===== src/rtl/mips_multicycle_ctrl.sv =====
// ---------------------------------------------------------------------------
// mips_multicycle_ctrl
// Moore-style control FSM for a multicycle MIPS datapath. Each instruction
// walks FETCH -> DECODE -> (execute / memory / write-back) -> FETCH. Every
// datapath mux select and write enable is decoded from the state register.
// The one exception is pc_en in BRANCH, which follows the ALU zero flag.
//
// Ports
//   clock_i       rising-edge clock
//   reset_i       synchronous, active-high reset
//   op_i          IR[31:26]
//   funct_i       IR[5:0]
//   zero_i        ALU zero flag
//   alu_ctl_o     ALU code (0 AND, 1 OR, 2 ADD, 6 SUB, 7 SLT, 12 NOR)
//   alu_src_a_o   0 = PC, 1 = register A
//   alu_src_b_o   0 = B, 1 = 4, 2 = sext imm, 3 = sext imm << 2
//   pc_src_o      0 = ALU result, 1 = ALUOut, 2 = jump target
//   pc_en_o, ir_write_o, mem_read_o, mem_write_o, reg_write_o  enables
//   i_or_d_o      memory address: 0 = PC, 1 = ALUOut
//   reg_dst_o     0 = rt, 1 = rd
//   mem_to_reg_o  0 = ALUOut, 1 = MDR
//   illegal_o     high while halted on an undecodable instruction
//   state_o       current state encoding (debug)
// ---------------------------------------------------------------------------
module mips_multicycle_ctrl (
    input  logic       clock_i,
    input  logic       reset_i,
    input  logic [5:0] op_i,
    input  logic [5:0] funct_i,
    input  logic       zero_i,
    output logic [3:0] alu_ctl_o,
    output logic       alu_src_a_o,
    output logic [1:0] alu_src_b_o,
    output logic [1:0] pc_src_o,
    output logic       pc_en_o,
    output logic       ir_write_o,
    output logic       mem_read_o,
    output logic       mem_write_o,
    output logic       reg_write_o,
    output logic       i_or_d_o,
    output logic       reg_dst_o,
    output logic       mem_to_reg_o,
    output logic       illegal_o,
    output logic [3:0] state_o
);

    typedef enum logic [3:0] {
        S_FETCH     = 4'd0,
        S_DECODE    = 4'd1,
        S_MEM_ADDR  = 4'd2,
        S_MEM_READ  = 4'd3,
        S_MEM_WB    = 4'd4,
        S_MEM_WRITE = 4'd5,
        S_R_EXEC    = 4'd6,
        S_R_WB      = 4'd7,
        S_BRANCH    = 4'd8,
        S_JUMP      = 4'd9,
        S_ADDI_EXEC = 4'd10,
        S_ADDI_WB   = 4'd11,
        S_HALT      = 4'd15
    } state_e;

    localparam logic [5:0] OP_RTYPE = 6'h00;
    localparam logic [5:0] OP_J     = 6'h02;
    localparam logic [5:0] OP_BEQ   = 6'h04;
    localparam logic [5:0] OP_ADDI  = 6'h08;
    localparam logic [5:0] OP_LW    = 6'h23;
    localparam logic [5:0] OP_SW    = 6'h2B;

    state_e state_q, state_d;

    // Raw (ungated) enables; reset masks them on the way out.
    logic pc_en_raw, ir_write_raw, mem_read_raw, mem_write_raw, reg_write_raw, illegal_raw;

    // R-type funct decode, shared by DECODE (legality) and R_EXEC (ALU code).
    logic       r_ok;
    logic [3:0] r_alu;

    always_comb begin
        r_ok  = 1'b1;
        r_alu = 4'd0;
        case (funct_i)
            6'h20:   r_alu = 4'd2;
            6'h22:   r_alu = 4'd6;
            6'h24:   r_alu = 4'd0;
            6'h25:   r_alu = 4'd1;
            6'h2A:   r_alu = 4'd7;
            6'h27:   r_alu = 4'd12;
            default: r_ok  = 1'b0;
        endcase
    end

    always_ff @(posedge clock_i) begin
        if (reset_i) state_q <= S_FETCH;
        else         state_q <= state_d;
    end

    always_comb begin
        state_d       = state_q;
        alu_ctl_o     = 4'd0;
        alu_src_a_o   = 1'b0;
        alu_src_b_o   = 2'd0;
        pc_src_o      = 2'd0;
        pc_en_raw     = 1'b0;
        ir_write_raw  = 1'b0;
        mem_read_raw  = 1'b0;
        mem_write_raw = 1'b0;
        reg_write_raw = 1'b0;
        i_or_d_o      = 1'b0;
        reg_dst_o     = 1'b0;
        mem_to_reg_o  = 1'b0;
        illegal_raw   = 1'b0;
        case (state_q)
            S_FETCH: begin
                mem_read_raw = 1'b1;
                ir_write_raw = 1'b1;
                alu_src_b_o  = 2'd1;
                alu_ctl_o    = 4'd2;
                pc_en_raw    = 1'b1;
                state_d      = S_DECODE;
            end
            S_DECODE: begin
                // Speculatively form the branch target into ALUOut.
                alu_src_b_o = 2'd3;
                alu_ctl_o   = 4'd2;
                case (op_i)
                    OP_RTYPE:     state_d = r_ok ? S_R_EXEC : S_HALT;
                    OP_LW, OP_SW: state_d = S_MEM_ADDR;
                    OP_BEQ:       state_d = S_BRANCH;
                    OP_J:         state_d = S_JUMP;
                    OP_ADDI:      state_d = S_ADDI_EXEC;
                    default:      state_d = S_HALT;
                endcase
            end
            S_MEM_ADDR: begin
                alu_src_a_o = 1'b1;
                alu_src_b_o = 2'd2;
                alu_ctl_o   = 4'd2;
                state_d     = (op_i == OP_LW) ? S_MEM_READ : S_MEM_WRITE;
            end
            S_MEM_READ: begin
                mem_read_raw = 1'b1;
                i_or_d_o     = 1'b1;
                state_d      = S_MEM_WB;
            end
            S_MEM_WB: begin
                reg_write_raw = 1'b1;
                mem_to_reg_o  = 1'b1;
                state_d       = S_FETCH;
            end
            S_MEM_WRITE: begin
                mem_write_raw = 1'b1;
                i_or_d_o      = 1'b1;
                state_d       = S_FETCH;
            end
            S_R_EXEC: begin
                alu_src_a_o = 1'b1;
                alu_ctl_o   = r_alu;
                state_d     = S_R_WB;
            end
            S_R_WB: begin
                reg_write_raw = 1'b1;
                reg_dst_o     = 1'b1;
                state_d       = S_FETCH;
            end
            S_BRANCH: begin
                // A - B; take the target held in ALUOut when equal.
                alu_src_a_o = 1'b1;
                alu_ctl_o   = 4'd6;
                pc_src_o    = 2'd1;
                pc_en_raw   = zero_i;
                state_d     = S_FETCH;
            end
            S_JUMP: begin
                pc_src_o  = 2'd2;
                pc_en_raw = 1'b1;
                state_d   = S_FETCH;
            end
            S_ADDI_EXEC: begin
                alu_src_a_o = 1'b1;
                alu_src_b_o = 2'd2;
                alu_ctl_o   = 4'd2;
                state_d     = S_ADDI_WB;
            end
            S_ADDI_WB: begin
                reg_write_raw = 1'b1;
                state_d       = S_FETCH;
            end
            S_HALT: begin
                illegal_raw = 1'b1;
                state_d     = S_HALT;
            end
            // Unused encodings 12-14 park in HALT.
            default: state_d = S_HALT;
        endcase
    end

    // No enable may fire while reset is held, whatever state is registered.
    assign pc_en_o     = pc_en_raw     & ~reset_i;
    assign ir_write_o  = ir_write_raw  & ~reset_i;
    assign mem_read_o  = mem_read_raw  & ~reset_i;
    assign mem_write_o = mem_write_raw & ~reset_i;
    assign reg_write_o = reg_write_raw & ~reset_i;
    assign illegal_o   = illegal_raw   & ~reset_i;
    assign state_o     = state_q;

endmodule

===== config.mk =====
export PLATFORM = sky130hd
export DESIGN_NAME = mips_multicycle_ctrl
export DESIGN_NICKNAME = d
export VERILOG_FILES = /design/src/rtl/mips_multicycle_ctrl.sv
export SDC_FILE = /design/constraint.sdc
export NUM_CORES = 1
export LEC_CHECK = 0
export CAP_MARGIN = 10
export CORE_MARGIN = 5
export CORE_UTILIZATION = 38
export DETAILED_ROUTE_END_ITERATION = 8
export PLACE_DENSITY = 0.79
export SYNTH_ARGS = -nofsm -noshare
export SYNTH_HDL_FRONTEND = slang
export SYNTH_SLANG_ARGS = --single-unit
export TNS_END_PERCENT = 100

===== constraint.sdc =====
create_clock -name clock_i -period 1.6 [get_ports clock_i]
set_clock_uncertainty 0.15 [all_clocks]
set_input_delay 0.32 -clock clock_i [delete_from_list [all_inputs] [get_ports clock_i]]
set_output_delay 0.32 -clock clock_i [all_outputs]
set_load 0.1 [all_outputs]

==> results of run 1 <==
[stage by stage]
step                    TNS, ns  worst slack, ns
after global placement    -5.02           -0.451
after floorplan           -9.31           -0.992
[logic make-up after synthesis]
logic type	count (synthesis)	share of synthesized area [%]
compound gates	27	30.9
xor+xnor	3	3.96
buf+inv	9	8.30
flops	4	12.1
mux	1	1.70
simple gates	55	43.0
==> run_results.csv, run 1 <==
group,metric,value,unit
yosys,synthTopCellsByCount,"nor2_1 (16), nand2_1 (7), nand2b_1 (6), nor3_1 (6)",
floorplan,die_w,51.8,um
yosys,async_flop_share,0,%
status,stop_error,"[ERROR DPL-0033] detailed placement checks failed during check placement.",
yosys,synthCells,99,
yosys,synth_edf_count,0,
yosys,synth.avg_cell_area,6.70,um2
floorplan,initial_core_util,39.3,%
yosys,synth_top_area_share,12.1,%
floorplan,ioPinCount,37,
yosys,synth_area,663,um2
floorplan,fp.dieH,51.8,um
status,lastStage,"detailed placement (3_5_place_dp)",
yosys,synth.most_common_cell,"nor2_1",
yosys,seq_area_frac_synth,12.1,%
yosys,synth.largest_area_cell,"dfxtp_1",
yosys,synth_cell_types,40,
place,gp_congestion,0.812,
yosys,synth_nets,114,
place,hpwl,3260,um
place,portBuffers,36,
yosys,ys.warnings.count,0,
yosys,ys_seq_elements,4,
yosys,synth_area_leaders,"dfxtp_1 (12%), nor2_1 (9.1%), nand2b_1 (5.7%)",
floorplan,rows,15,
status,status,"stopped before the end",
yosys,ys.flop_type,"dfxtp_1",
==> run 2: changes to the inputs <==
--- a/config.mk
+++ b/config.mk
@@ -6,10 +6,10 @@
 export NUM_CORES = 1
 export LEC_CHECK = 0
 export CAP_MARGIN = 10
-export CORE_MARGIN = 5
-export CORE_UTILIZATION = 38
+export CORE_AREA = 5 5 66 68
 export DETAILED_ROUTE_END_ITERATION = 8
-export PLACE_DENSITY = 0.79
+export DIE_AREA = 0 0 71 73
+export PLACE_DENSITY_LB_ADDON = 0.15
 export SYNTH_ARGS = -nofsm -noshare
 export SYNTH_HDL_FRONTEND = slang
 export SYNTH_SLANG_ARGS = --single-unit
==> run 2 against run 1 <==
The flow now finishes, with violations (setup timing). Synthesized cell count is the same. Synthesized area is the same.
==> run_results.csv, run 2 <==
group,metric,value,unit
yosys,synth_edf_count,0,
finish,diodes,0,
yosys,synth_area,663,um2
setup_path,required,1.13,ns
yosys,async_flop_share,0,%
drt,routed.top_layer,"met4",
sta,max_freq,510,MHz
sta,post-route-period-util,123,%
drt,ant_nets,0,
yosys,synth_top_area_share,12.1,%
sta,worst_pin_slew,0.414,ns
sta,finalHoldViolCount,0,
global_routing,grt_pass1_vias,1034,
setup_path,path_cells,"or2_4 > a2111oi_4 > buf_12",
sta,setup_violations,18,
finish,final_common_cell,"buf_4",
global_routing,grt_pass1_wl,4980,um
drt,wire_per_inst,14.4,um
floorplan,die-area,0.00518,mm2
yosys,synth_area_leaders,"dfxtp_1 (12%), nor2_1 (9.1%), nand2b_1 (5.7%)",
yosys,seq_area_frac_synth,12.1,%
drt,wl_met3,152,um
cts,cts_inserted_buffers,3,
setup_path,startpoint_type,"register",
floorplan,fp.dieH,73,um
sta,fin_crit,1.96,ns
setup_path,arrival,1.49,ns
floorplan,ioPinCount,37,
power_and_ir_drop,p_per_area,2290,mW/mm2
finish,final_area,0.00199,mm2
finish,fin_nets,188,
drt,wl_met2,1800,um
yosys,synth_nets,114,
finish,largest_register_ffs,4,
drt,vias_per_cell,4.69,
min_path,hold_class,"primary input to register",
setup_path,r2r_cells,6,
cts,clk_latency,0.22,ns
floorplan,initial_core_util,17.5,%
finish,layout_common_cells,"buf_4 (24), buf_12 (23), buf_6 (15), dlygate4sd2_1 (7)",
setup_path,cp_slowest_cell,"a2111oi_4",
yosys,synth.most_common_cell,"nor2_1",
power_and_ir_drop,total_power,4.56,mW
place,placed_area,0.00173,mm2
yosys,ys.flop_type,"dfxtp_1",
yosys,synth.largest_area_cell,"dfxtp_1",
place,placed_cells,212,
floorplan,die_w,71,um
cts,cts-root-buf,"clkbuf_8",
drt,wl_met1,1160,um
cts,clk_path_buf_depth,2,
setup_path,crit_type,"register to primary output",
global_routing,antenna_found_initial,0,
drt,dr.pass1.iters,4,
flow_run,max_cap_violations,0,
sta,layout_setup_ws,-0.362,ns
place,gp_congestion,0.791,
sta,slew_viol_final,0,
yosys,synthTopCellsByCount,"nor2_1 (16), nand2_1 (7), nand2b_1 (6), nor3_1 (6)",
yosys,synthCells,99,
floorplan,rows,23,
power_and_ir_drop,p_leak,0.805,nW
min_path,hold_depth,5,
cts,cts_tree,"done",
floorplan,core,0.00380,mm2
cts,clk_pin_slew,0.03,ns
place,portBuffers,36,
power_and_ir_drop,ir_drop,0.541,mV
finish,area_growth,199,%
drt,drc,0,
status,violations,"setup timing",
yosys,ys_seq_elements,4,
drt,vias,1036,
drt,drt-initial-drc-count,61,
finish,fin_util,52.3,%
yosys,ys.warnings.count,0,
sta,rsz0062_at_grt,"true",
cts,cts-hold-fix-buffers,0,
global_routing,grt_max_degree,10,
setup_path,max_stage_delay,0.42,ns
global_routing,grt.total_usage,11.8,%
place,hpwl,2360,um
cts,clock_sinks,4,
sta,relSlewSlack,72.3,%
cts,htree_levels,1,
yosys,synth.avg_cell_area,6.70,um2
setup_path,cp_max_fo,6,
drt,wirelength,3190,um
finish,drive_gt1_share,71.3,%
finish,final_cells,221,
global_routing,grt_overflow,0,
status,status,"finished, violations left",
yosys,synth_cell_types,40,
setup_path,cp-end-kind,"primary output",
[run 2: cell counts after synthesis]
No cell type changed its count.
[run 2: critical path, delay by kind of cell (launching register included)]
family | cells | cell delay [ns]
compound gates | 1 | 0.42
buf+inv | 1 | 0.22
flops | 1 | 0.36
simple gates | 1 | 0.26
[run 2: logic make-up (layout without fill, tap and decap cells)]
| group | count (synthesis) | in the layout | share of synthesized area, % |
|---|---|---|---|
| AOI/OAI and AO/OA | 27 | 27 | 30.9 |
| xor gates and xnor gates | 3 | 3 | 3.96 |
| buffers and inverters | 9 | 81 | 8.30 |
| DFF | 4 | 4 | 12.1 |
| muxes | 1 | 1 | 1.70 |
| and+or+nand+nor | 55 | 55 | 43.0 |
[run 2: final cells by class]
| cell class | count | area [um2] |
|---|---|---|
| Inverter | 2 | 7.51 |
| Fill cell | 355 | 1810 |
| Multi-Input combinational cell | 86 | 861 |
| Timing Repair Buffer | 76 | 918 |
| Clock buffer | 3 | 41.3 |
| Sequential cell | 4 | 95.1 |
| Tap cell | 50 | 62.6 |
[run 2: worst paths after layout]
check,start,to,slack [ns]
min,op_i[4],state_o[1],0.46
min reg2reg,state_o[0],state_o[2],0.57
max reg2reg,state_o[1],state_o[3],0.02
max,state_o[1],mem_read_o,-0.36
[run 2: repair_timing]
| item | CTS | global route |
|---|---|---|
| endpoints found under the setup margin | 22 | 22 |
| pin swaps | 20 | 16 |
| buffers inserted | 6 | 3 |
| resized for setup | 40 | 30 |
[run 2: where the power goes]
| group | switching, mW | internal, mW | leakage, nW | total (mW) |
|---|---|---|---|---|
| Clock | 0.0586 | 0.161 | 0.0216 | 0.219 |
| Sequential | 0.0850 | 0.169 | 0.0356 | 0.254 |
| Combinational | 2.40 | 1.68 | 0.748 | 4.08 |
[run 2: per-layer routing]
| layer | GRT usage [%] | up-vias |
|---|---|---|
| met3 | 1.65 | 9 |
| met2 | 21.4 | 43 |
| met5 | 0 | - |
| met4 | 5.43 | 0 |
| met1 | 13.7 | 470 |
| li1 | - | 514 |
[run 2: stage by stage]
step / TNS (ns) / hold slack [ns] / worst slack (ns)
floorplan: -9.31 / 0.377 / -0.992
global route: -4.95 / 0.503 / -0.408
finish: -4.08 / 0.462 / -0.362
CTS: -4.20 / 0.484 / -0.357
detailed placement: -5.54 / 0.538 / -0.506
global placement: -5.35 / 0.536 / -0.463
Note: power is estimated with default switching activity, not from simulation.
==> run 3: changes to the inputs <==
--- a/config.mk
+++ b/config.mk
@@ -7,9 +7,11 @@
 export LEC_CHECK = 0
 export CAP_MARGIN = 10
 export CORE_AREA = 5 5 66 68
+export CTS_CLUSTER_DIAMETER = 200
 export DETAILED_ROUTE_END_ITERATION = 8
 export DIE_AREA = 0 0 71 73
 export PLACE_DENSITY_LB_ADDON = 0.15
+export REMOVE_ABC_BUFFERS = 1
 export SYNTH_ARGS = -nofsm -noshare
 export SYNTH_HDL_FRONTEND = slang
 export SYNTH_SLANG_ARGS = --single-unit
==> run 3 against run 2 <==
The run still ends with setup timing left. Clock-buffer cell count did not move. Setup slack improved by 0.021 ns. Flip-flop and latch count did not move. Register-to-register slack got worse by 0.13 ns. Maximum frequency rose by 1.1%. Critical path type unchanged. Sequential share of layout area fell by 0.29 points. First-iteration DRC count fell by 61%. Largest power group unchanged.
==> run_results.csv, run 3 (synthesized netlist as in run 2, its figures left out) <==
group,metric,value,unit
power_and_ir_drop,p_leak,0.830,nW
power_and_ir_drop,power_frac_comb,90.7,%
finish,drive_gt1_share,66.7,%
global_routing,grt_overflow,0,
setup_path,crit_cells,4,
cts,clk_path_buf_depth,2,
floorplan,ioPinCount,37,
finish,layout_common_cells,"buf_4 (33), buf_12 (23), buf_6 (15), dlygate4sd2_1 (10), nor2_1 (9)",
sta,fin_crit,1.94,ns
finish,largest_register_ffs,4,
cts,cts-root-buf,"clkbuf_8",
drt,drc,0,
floorplan,core,0.00380,mm2
setup_path,r2r_cells,7,
sta,worst_pin_slew,0.333,ns
setup_path,cp-end-kind,"primary output",
cts,clock_sinks,4,
global_routing,use_met1,13.2,%
sta,rsz0062_at_grt,"true",
cts,cts-hold-fix-buffers,0,
sta,max_freq,515,MHz
cts,cts_tree,"done",
drt,vias,1049,
setup_path,max_stage_delay,0.35,ns
floorplan,die-area,0.00518,mm2
drt,drt-initial-drc-count,24,
power_and_ir_drop,power.switching,2.52,mW
power_and_ir_drop,swShare,54.5,%
power_and_ir_drop,ir_drop,0.631,mV
setup_path,cp_max_fo,5,
power_and_ir_drop,seqPwrFrac,4.8,%
global_routing,use_met3,2.62,%
power_and_ir_drop,p_per_area,2280,mW/mm2
floorplan,rows,23,
finish,area_growth,206,%
sta,setup_violations,20,
finish,final_common_cell,"buf_4",
global_routing,grt.total_usage,12.0,%
status,violations,"setup timing",
drt,vias_per_cell,4.56,
cts,cts_inserted_buffers,3,
floorplan,initial_core_util,17.5,%
place,portBuffers,36,
cts,clk_latency,0.21,ns
drt,wirelength,3030,um
setup_path,startpoint_type,"register",
finish,diodes,0,
global_routing,grt_pass1_wl,5120,um
drt,ant_nets,0,
global_routing,antenna_found_initial,0,
place,placed_cells,216,
sta,finalHoldViolCount,0,
place,gp_congestion,0.745,
setup_path,cp_slowest_cell,"dfxtp_4",
sta,layout_setup_ws,-0.341,ns
min_path,hold_depth,3,
global_routing,grt_pass1_vias,1097,
floorplan,fp.dieH,73,um
sta,relSlewSlack,77.7,%
place,dp_slack,-0.572,ns
power_and_ir_drop,clkPwrFrac,4.5,%
drt,dr.pass1.iters,4,
setup_path,arrival,1.47,ns
setup_path,critical-path-top-delay-family,"flip-flops",
setup_path,path_cells,"or2_4 > a2111oi_4 > buf_4 > buf_12",
status,status,"finished, violations left",
setup_path,crit_type,"register to primary output",
global_routing,grt_max_degree,12,
setup_path,required,1.13,ns
flow_run,max_cap_violations,0,
power_and_ir_drop,total_power,4.63,mW
sta,slew_viol_final,0,
floorplan,die_w,71,um
cts,clk_pin_slew,0.03,ns
global_routing,busiest_layer,"met2",
drt,wire_per_inst,13.2,um
global_routing,use_met2,23.3,%
sta,post-route-period-util,121,%
min_path,hold_class,"primary input to register",
power_and_ir_drop,internal_power,2.11,mW
finish,final_cells,230,
cts,htree_levels,1,
finish,fin_nets,197,
setup_path,cp_num_buf_inv,2,
place,hpwl,2280,um
[run 3: changes by cell type in the layout (fill, tap and decap cells not counted), sizes merged]
cell and change:
buf +9, clkbuf -5, clkdlybuf4s15 +3, dlygate4sd2 +3, dlymetal6s2s -1
[run 3: worst paths after layout]
kind	from	endpoint	slack [ns]
max	state_o[1]	mem_read_o	-0.34
min	reset_i	state_o[2]	0.51
max reg2reg	state_o[1]	state_o[3]	-0.11
min reg2reg	state_o[0]	state_o[1]	0.63
[run 3: worst reg2reg max path, stage by stage (launching register included)]
cell	delay, ns
dfxtp_4	0.35
buf_4	0.13
buf_6	0.12
nand2b_4	0.16
buf_6	0.13
or3_1	0.31
a21oi_1	0.14
o31a_1	0.16
[run 3: layout make-up]
cell class | instances | area [um2]
fill | 360 | 1770
inverter | 2 | 7.51
tap | 50 | 62.6
multi-input combinational | 86 | 823
timing repair buffer | 85 | 1010
sequential | 4 | 91.3
clock buffer | 3 | 41.3
[run 3: power groups by stage]
stage	logic, mW	registers, mW	clock network, mW
6_report	4.20	0.223	0.206
5_1_grt	4.37	0.234	0.219
4_1_cts	3.94	0.222	0.212
3_5_place_dp	3.41	0.190	0
3_3_place_gp	3.40	0.187	0
2_1_floorplan	1.35	0.550	0
[run 3: timing repair]
item / 4_1_cts / 5_1_grt
pin swaps: 23 / 18
endpoints found under the setup margin: 22 / 22
setup buffers: 7 / 5
resized for setup: 80 / 22
[run 3: layer usage]
| metal | up-vias | share of wire (%) |
|---|---|---|
| li1 | 532 | - |
| met1 | 489 | 40 |
| met2 | 28 | 56 |
| met3 | 0 | 4.0 |
| met4 | 0 | 0 |
| met5 | - | 0 |
[run 3: metrics by stage]
step / hold WS, ns / setup TNS (ns) / cell area [um2] / util (%)
final: 0.512 / -4.06 / 2030 / 53.5
after detailed placement: 0.644 / -6.15 / 1540 / 40.6
after global placement: 0.634 / -5.79 / 1540 / 40.6
after global routing: 0.550 / -5.17 / 2030 / 53.5
after CTS: 0.483 / -3.88 / 1890 / 49.8
after floorplan: 0.235 / -40.36 / 616 / -
==> run 4: changes to the inputs <==
==> constraint.sdc (replaced) <==
create_clock -name clock_i -period 1.6 [get_ports clock_i]
set_clock_uncertainty 0.15 [all_clocks]
set_input_delay 0.16 -clock clock_i [delete_from_list [all_inputs] [get_ports clock_i]]
set_output_delay 0.16 -clock clock_i [all_outputs]
set_load 0.1 [all_outputs]
==> run 4 against run 3 <==
The run still ends with setup timing left. Setup slack gained 0.13 ns. Design area shrank 3.9%. Final cell count shrank 1.7%. Core utilization shrank 2.1 points. Largest power group unchanged. Register-to-register slack gained 0.22 ns. Sequential share of layout area grew 0.18 points. Global-route usage shrank 0.33 points. Maximum frequency grew 6.9%. Sequential power grew 10%. Critical endpoint unchanged. Worst hold slack lost 0.10 ns. Highest routed layer is now met4. First-iteration DRC count shrank 21%.
==> run_results.csv, run 4 (synthesized netlist as in run 2, its figures left out) <==
group,metric,value,unit
drt,wl_met2,1590,um
power_and_ir_drop,total_power,4.40,mW
sta,max_freq,551,MHz
global_routing,grt.total_usage,11.6,%
place,hpwl,2230,um
setup_path,cp_slowest_cell,"dfxtp_4",
finish,final-seq-area,91.3,um2
drt,routed.top_layer,"met4",
status,violations,"setup timing",
place,placed_cells,216,
global_routing,grt_pass1_vias,1040,
finish,multi_input_area,774,um2
cts,cts_tree,"done",
drt,vias,1041,
drt,drt-initial-drc-count,19,
drt,wl_met1,1250,um
sta,fin_hold_ws,0.410,ns
place,portBuffers,36,
finish,largest_register_ffs,4,
min_path,hold_class,"primary input to register",
cts,cts_inserted_buffers,3,
setup_path,crit_type,"register to primary output",
sta,rsz0062_at_grt,"true",
global_routing,grt_pass1_wl,4930,um
setup_path,path_cells,"buf_6 > nand2_2 > a2111oi_4 > buf_4 > buf_12",
cts,cts-root-buf,"clkbuf_8",
floorplan,fp.dieH,73,um
drt,ant_nets,0,
cts,htree_levels,1,
setup_path,cp_max_fo,5,
place,placed_area,0.00154,mm2
floorplan,die-area,0.00518,mm2
drt,dr.pass1.iters,4,
global_routing,grt_max_degree,12,
floorplan,die_w,71,um
finish,drive_gt1_share,64.8,%
sta,setup_violations,14,
cts,cts-hold-fix-buffers,0,
finish,nFillCells,374,
cts,clk_pin_slew,0.03,ns
place,gp_congestion,0.807,
power_and_ir_drop,p_per_area,2250,mW/mm2
setup_path,arrival,1.51,ns
finish,final_area,0.00195,mm2
sta,fin_crit,1.82,ns
sta,post-route-period-util,114,%
finish,fin_nets,193,
flow_run,max_cap_violations,0,
finish,final_cells,226,
setup_path,cp-end-kind,"primary output",
cts,clk_latency,0.22,ns
finish,layout_common_cells,"buf_4 (34), buf_12 (22), buf_6 (11), nor2_1 (9), dlymetal6s2s_1 (7)",
floorplan,ioPinCount,37,
finish,diodes,0,
place,dp_slack,-0.227,ns
status,status,"finished, violations left",
drt,wirelength,2990,um
finish,area_growth,195,%
global_routing,grt_overflow,0,
setup_path,critical-path-top-delay-family,"buffers and inverters",
setup_path,max_stage_delay,0.38,ns
sta,finalHoldViolCount,0,
sta,slew_viol_final,0,
finish,final_common_cell,"buf_4",
setup_path,startpoint_type,"register",
setup_path,cp_num_buf_inv,3,
floorplan,initial_core_util,17.5,%
power_and_ir_drop,ir_drop,0.737,mV
sta,relSlewSlack,70.1,%
drt,vias_per_cell,4.61,
drt,wire_per_inst,13.2,um
floorplan,rows,23,
sta,worst_pin_slew,0.437,ns
cts,clock_sinks,4,
global_routing,antenna_found_initial,0,
drt,wl_met3,119,um
power_and_ir_drop,p_leak,0.834,nW
setup_path,r2r_setup_slack,0.11,ns
sta,layout_setup_ws,-0.216,ns
setup_path,required,1.29,ns
floorplan,core,0.00380,mm2
drt,drc,0,
cts,clk_path_buf_depth,2,
run 4: layout make-up:
class,instances,area share (%)
inverters,2,0.384
repair buffers,81,50.0
multi-input cells,86,39.7
well taps,50,3.20
flip-flops and latches,4,4.68
clock buffers,3,2.11
run 4: final timing paths:
check / cells past startpoint / from / endpoint
worst max register to register: 5 / state_o[1] / state_o[3]
worst min register to register: 3 / state_o[3] / state_o[2]
worst min-delay path: 5 / op_i[3] / state_o[1]
worst max-delay path: 5 / state_o[1] / mem_read_o
run 4: stage by stage:
| stage | setup TNS, ns | util (%) |
|---|---|---|
| 2_1_floorplan | -37.44 | - |
| 3_3_place_gp | -1.58 | 40.6 |
| 3_5_place_dp | -1.75 | 40.6 |
| 4_1_cts | -1.29 | 46.1 |
| 5_1_grt | -2.08 | 51.4 |
| 6_report | -1.37 | 51.4 |
run 4: timing repair:
item	4_1_cts	5_1_grt
gates resized for setup	38	40
setup endpoints to repair	19	22
pin swaps	5	11
setup buffers	2	6
run 4: worst reg2reg max path, stage by stage, from the launching register on:
cell     delay [ns]
dfxtp_4        0.36
buf_4          0.16
nor2b_1        0.15
o21ai_1        0.20
nand2_1        0.08
o31a_1         0.28
run 4: per-layer routing:
| layer | track usage (%) | vias to the layer above |
|---|---|---|
| met5 | 0 | - |
| met4 | 3.76 | 0 |
| met3 | 1.79 | 2 |
| met2 | 20.9 | 29 |
| met1 | 14.1 | 489 |
| li1 | - | 521 |
run 4: where the power goes:
group / switching, mW / internal (mW)
Combinational: 2.31 / 1.63
Clock: 0.0530 / 0.160
Sequential: 0.0819 / 0.164
==> RTL change 1, RTL diff (flow settings as in run 3) <==
Put a register stage on the outputs `pc_en_o`, `ir_write_o`, `mem_read_o`, `mem_write_o`, `reg_write_o` and `illegal_o`, without a reset. The values now appear one clock later. The other outputs are not delayed to match.
--- a/src/rtl/mips_multicycle_ctrl.sv
+++ b/src/rtl/mips_multicycle_ctrl.sv
@@ -196,12 +196,14 @@
     end
 
     // No enable may fire while reset is held, whatever state is registered.
-    assign pc_en_o     = pc_en_raw     & ~reset_i;
-    assign ir_write_o  = ir_write_raw  & ~reset_i;
-    assign mem_read_o  = mem_read_raw  & ~reset_i;
-    assign mem_write_o = mem_write_raw & ~reset_i;
-    assign reg_write_o = reg_write_raw & ~reset_i;
-    assign illegal_o   = illegal_raw   & ~reset_i;
+    always_ff @(posedge clock_i) begin
+        pc_en_o     <= pc_en_raw     & ~reset_i;
+        ir_write_o  <= ir_write_raw  & ~reset_i;
+        mem_read_o  <= mem_read_raw  & ~reset_i;
+        mem_write_o <= mem_write_raw & ~reset_i;
+        reg_write_o <= reg_write_raw & ~reset_i;
+        illegal_o   <= illegal_raw   & ~reset_i;
+    end
     assign state_o     = state_q;
 
 endmodule
Check against the original RTL: not equivalent (a bounded check fails within 4 cycles, from zero or initial values and one cycle with reset_i high).
==> RTL change 1 against run 3 <==
The run still ends with setup timing left. Area after synthesis increased by 15%. Final area decreased by 8.3%. Register-to-register slack got worse by 50 ps. Sequential cell count increased by 6. Non-clock buffer count decreased by 16. Setup slack improved by 150 ps. Routed wire length decreased by 12%. Cell count decreased by 3.5%. Highest routed layer is now met4.
Power is not shown: default switching activity piles up to over one toggle a cycle in this logic, so the estimate is an artifact.
==> RTL change 1: results (changes against run 3) <==
Layout
  • Non-CTS buffers: 69 (-19%)
  • Nets@finish: 188 (-4.6%)
  • Clock-cell share of area: 2.955% (+0.92 points)
  • Area of the multi-input gates: 668.1 um2 (-19%)

Clock tree
  • Clk slew on worst S/H paths: 50 ps (+20 ps)

Min path
  • Hold EP: state_o[0]

Die
  • Starting density of the core: 20.03% (+2.6 points)

STA
  • Final setup fails: 14 (-30%)
  • Final worst slack: -190.4 ps (+151.0 ps)

Global routing
  • Largest net degree at the start of global routing: 10 (-2)
  • M2 GR Usage: 19.98% (-3.3 points)
  • Met3 Use GR: 3.994% (+1.4 points)
  • GR Util met1: 12.48% (-0.70 points)

Setup path
  • Worst Path Arrival: 1320 ps (-150 ps)
  • Register-to-Register Setup Slack: -160 ps (-50 ps)
  • Worst reg2reg path depth: 4 (-3)
  • Max stage delay on crit path: 370 ps (+20 ps)
  • Worst r2r src: state_o[3]

Synth
  • Seq/Total Area, Yosys: 26.32% (+14 points)
  • Top post-synthesis cells by area: dfxtp_1, nor2_1, a31oi_1
  • Yosys reg bits: 10 (+6)
  • Commonest cells in the netlist: nor2_1, dfxtp_1, nand2_1, nor3_1, o21ai_0

Outcome
  • Status: finished with violations
  • Failing checks: setup timing

Placement
  • Final HPWL DP: 2111 um (-7.4%)
RTL change 1: cell count changes after synthesis, sizes merged, moves of 2 or more:
cell,delta
buf,-2
nor2b,-2
nor2,+4
a2111oi,-2
clkbuf,+2
o21a,+2
o31ai,-2
or3,-2
a31oi,+3
dfxtp,+6
and2,-2
nand3,-2
nor4,-2
RTL change 1: worst reg2reg max path, delay by kind of cell (launching register included):
family / cells / cell delay [ps]
simple gates: 1 / 670
compound gates: 3 / 480
flops: 1 / 370
RTL change 1: cell families (layout without fill, tap and decap cells):
family / Yosys count / count (layout) / share of synthesized area, %
buffers and inverters: 10 / 76 / 5.921
AOI/OAI and AO/OA: 30 / 30 / 27.14
and+or+nand+nor: 52 / 52 / 35.69
DFF: 10 / 10 / 26.32
muxes: 1 / 1 / 1.480
xor gates and xnor gates: 3 / 3 / 3.455
RTL change 1: worst max-delay path by stage:
stage                               to  cells past startpoint  startpoint  slack [ps]
after floorplan           alu_ctl_o[2]                      3  state_o[3]       -3300
after global placement      state_o[1]                      5     op_i[5]        -670
after detailed placement    state_o[1]                      5     op_i[5]        -710
after CTS                 alu_ctl_o[2]                      4  state_o[2]        -210
after global routing      alu_ctl_o[2]                      4  state_o[1]        -300
final                     mem_to_reg_o                      5  state_o[3]        -190
RTL change 1: through the flow:
stage	worst slack, ps	util [%]	hold slack (ps)	std cells	instance area (um2)
after global routing	-297.4	49.04	457.1	222	1863
after floorplan	-3302	-	239.1	99	726.9
final	-190.4	49.04	420.2	222	1863
after detailed placement	-705.0	42.19	466.7	216	1603
after global placement	-667.0	42.19	471.7	216	1603
after CTS	-205.8	48.35	427.7	222	1837
RTL change 1: metal layers:
metal	vias up	part of all wire, %
met3	2	6.5
met5	-	0
li1	515	-
met4	0	0.60
met2	30	53
met1	455	40
==> RTL change 2, RTL diff (flow settings as in run 3) <==
Without the edit above. Add an input register stage for `op_i`, `funct_i` and `zero_i`, without a reset; this delays them by one clock.
--- a/src/rtl/mips_multicycle_ctrl.sv
+++ b/src/rtl/mips_multicycle_ctrl.sv
@@ -67,6 +67,16 @@
     localparam logic [5:0] OP_LW    = 6'h23;
     localparam logic [5:0] OP_SW    = 6'h2B;
 
+    logic [5:0] op_q;
+    logic [5:0] funct_q;
+    logic zero_q;
+
+    always_ff @(posedge clock_i) begin
+        op_q    <= op_i;
+        funct_q <= funct_i;
+        zero_q  <= zero_i;
+    end
+
     state_e state_q, state_d;
 
     // Raw (ungated) enables; reset masks them on the way out.
@@ -79,7 +89,7 @@
     always_comb begin
         r_ok  = 1'b1;
         r_alu = 4'd0;
-        case (funct_i)
+        case (funct_q)
             6'h20:   r_alu = 4'd2;
             6'h22:   r_alu = 4'd6;
             6'h24:   r_alu = 4'd0;
@@ -123,7 +133,7 @@
                 // Speculatively form the branch target into ALUOut.
                 alu_src_b_o = 2'd3;
                 alu_ctl_o   = 4'd2;
-                case (op_i)
+                case (op_q)
                     OP_RTYPE:     state_d = r_ok ? S_R_EXEC : S_HALT;
                     OP_LW, OP_SW: state_d = S_MEM_ADDR;
                     OP_BEQ:       state_d = S_BRANCH;
@@ -136,7 +146,7 @@
                 alu_src_a_o = 1'b1;
                 alu_src_b_o = 2'd2;
                 alu_ctl_o   = 4'd2;
-                state_d     = (op_i == OP_LW) ? S_MEM_READ : S_MEM_WRITE;
+                state_d     = (op_q == OP_LW) ? S_MEM_READ : S_MEM_WRITE;
             end
             S_MEM_READ: begin
                 mem_read_raw = 1'b1;
@@ -168,7 +178,7 @@
                 alu_src_a_o = 1'b1;
                 alu_ctl_o   = 4'd6;
                 pc_src_o    = 2'd1;
-                pc_en_raw   = zero_i;
+                pc_en_raw   = zero_q;
                 state_d     = S_FETCH;
             end
             S_JUMP: begin
Formal check against the unedited RTL: not equivalent (Yosys sat finds a counterexample within 4 cycles, from zero or initial values and one cycle with reset_i high).
==> RTL change 2 against run 3 <==
The run still ends with setup timing left. Sequential cell count up 13. Final area grew 18%. Sequential share of layout area increased by 11 points. Non-clock buffer count rose by 11. Via count increased by 6.5%. First-iteration DRC count increased by 8.3%. Hold slack worse by 160 ps. Setup slack worse by 12 ps. Die area is the same. Routed wire length is 16% higher. Area after synthesis rose by 32%. Largest cell class unchanged.
Power is left out: the tool's default activity adds up to more than one toggle a clock period on the data nets, which glitch-free logic cannot reach.
==> RTL change 2: results (changes against run 3) <==
Outcome
  • Status: finished with violations
  • Failing checks: setup timing

Clock tree
  • Clock Root Buffer: clkbuf_8
  • Clk slew on worst S/H paths: 70 ps (+40 ps)
  • Clock buffer depth: 2 (unchanged)
  • H-tree depth: 1 (unchanged)
  • CTS Buf Count: 3 (unchanged)
  • Clk Latency, worst-skew pair: 250 ps (+40 ps)

STA
  • Pins Over Slew Limit: 0 (unchanged)
  • Final setup fails: 19 (-5.0%)
  • Slew @ Worst Pin: 372.2 ps (+39.46 ps)
  • Final worst slack: -352.9 ps (-11.52 ps)
  • Post-route setup TNS: -4747 ps (-684.9 ps)

Synth
  • Asr flop ratio synth: 0% (unchanged)
  • Yosys cell types: 40 (unchanged)
  • Most frequent cell after synthesis: dfxtp_1
  • Top post-synthesis cells by area: dfxtp_1, nor3_1, a21oi_1
  • YS warnings: 0 (unchanged)
  • Adder-cell area share of the yosys netlist: 0% (unchanged)
  • Commonest cells in the netlist: dfxtp_1, nor3_1, nor2_1
  • Mux contribution to synthesized area: 1.282% (-0.42 points)
  • Seq/Total Area, Yosys: 38.75% (+27 points)
  • Synth Area in XOR/XNOR: 2.991% (-0.97 points)
  • Synth Area in Compound Gates: 20.09% (-11 points)

Global routing
  • Antenna violations before repair: 0 (unchanged)
  • First-pass GRT wire length: 5388 um (+5.3%)
  • Largest net degree at the start of global routing: 11 (-1)
  • Total global-route track usage: 13.00% (+1.0 points)
  • Global route overflow: 0 (unchanged)
  • Vias in the first global route: 1174 (+7.0%)

Setup path
  • Worst Path Arrival: 1480 ps
  • Register-to-Register Setup Slack: -70 ps (+40 ps)
  • Max Fanout on Critical Path: 6 (+1)

Placement
  • DP Worst Slack: -411.2 ps (+160.3 ps)
  • RePlAce Congestion: 0.7906 (+6.1%)
  • IO buf count: 36 (unchanged)
  • Final HPWL DP: 2406 um (+5.5%)

Routing
  • Via count: 1117 (+6.5%)
  • Routed WL per cell: 14.19 um (+7.9%)
  • First drt pass iteration count: 4 (unchanged)
  • Detailed Route Iter0 Violations: 26 (+8.3%)

Layout
  • Nets@finish: 213 (+8.1%)
  • Diode count: 0 (unchanged)
  • Layout cells sized above 1: 73.10% (+6.4 points)

Min path
  • Tightest Hold Check Type: input pin to flip-flop
## RTL change 2: final cells by class
class | instances | area, um2
Clock inverter | 1 | 5.005
Multi-Input combinational cell | 78 | 794.5
Clock buffer | 3 | 41.29
Sequential cell | 17 | 360.3
Tap cell | 50 | 62.56
Inverter | 2 | 7.507
Fill cell | 290 | 1400
Timing Repair Buffer | 96 | 1127
## RTL change 2: cells by family after synthesis
| family | after synthesis |
|---|---|
| buffers and inverters | 7 |
| flip-flops | 17 |
| AND/OR/NAND/NOR | 49 |
| AO/OA/AOI/OAI | 25 |
| multiplexers | 1 |
| XOR/XNOR | 3 |
## RTL change 2: timing repair
item | CTS | global route
pin swaps | 16 | 14
buffers inserted | 12 | 8
endpoints found under the setup margin | 21 | 22
resized for setup | 70 | 36
## RTL change 2: worst max-delay path, cell delays in order, from the launching register on
cell and delay, ps:
dfxtp_4 380, nand2b_4 170, buf_6 140, nor3_4 150, nor2_2 50, nor2_2 140
buf_12 190
## RTL change 2: per-stage QoR
step	utilization [%]	area [um2]	hold WS, ps	std cells
4_1_cts	57.71	2192	349.9	241
3_5_place_dp	47.17	1792	561.3	225
3_3_place_gp	47.17	1792	535.5	225
5_1_grt	63.14	2399	344.6	247
6_report	63.14	2399	349.2	247
2_1_floorplan	-	833.3	197.7	97
## RTL change 2: worst paths after layout
kind	cells past startpoint	from	end
max reg2reg	4	op_q[3]	state_o[0]
max	6	state_o[3]	reg_write_o
min reg2reg	3	op_q[4]	state_o[0]
min	1	op_i[3]	op_q[3]
## RTL change 2: layer usage
layer / GRT usage, % / vias to the layer above / wire length [um]
li1: - / 561 / -
met1: 13.38 / 520 / 1288
met2: 25.75 / 30 / 2002
met3: 2.755 / 6 / 137
met4: 4.384 / 0 / 76
met5: 0 / - / 0
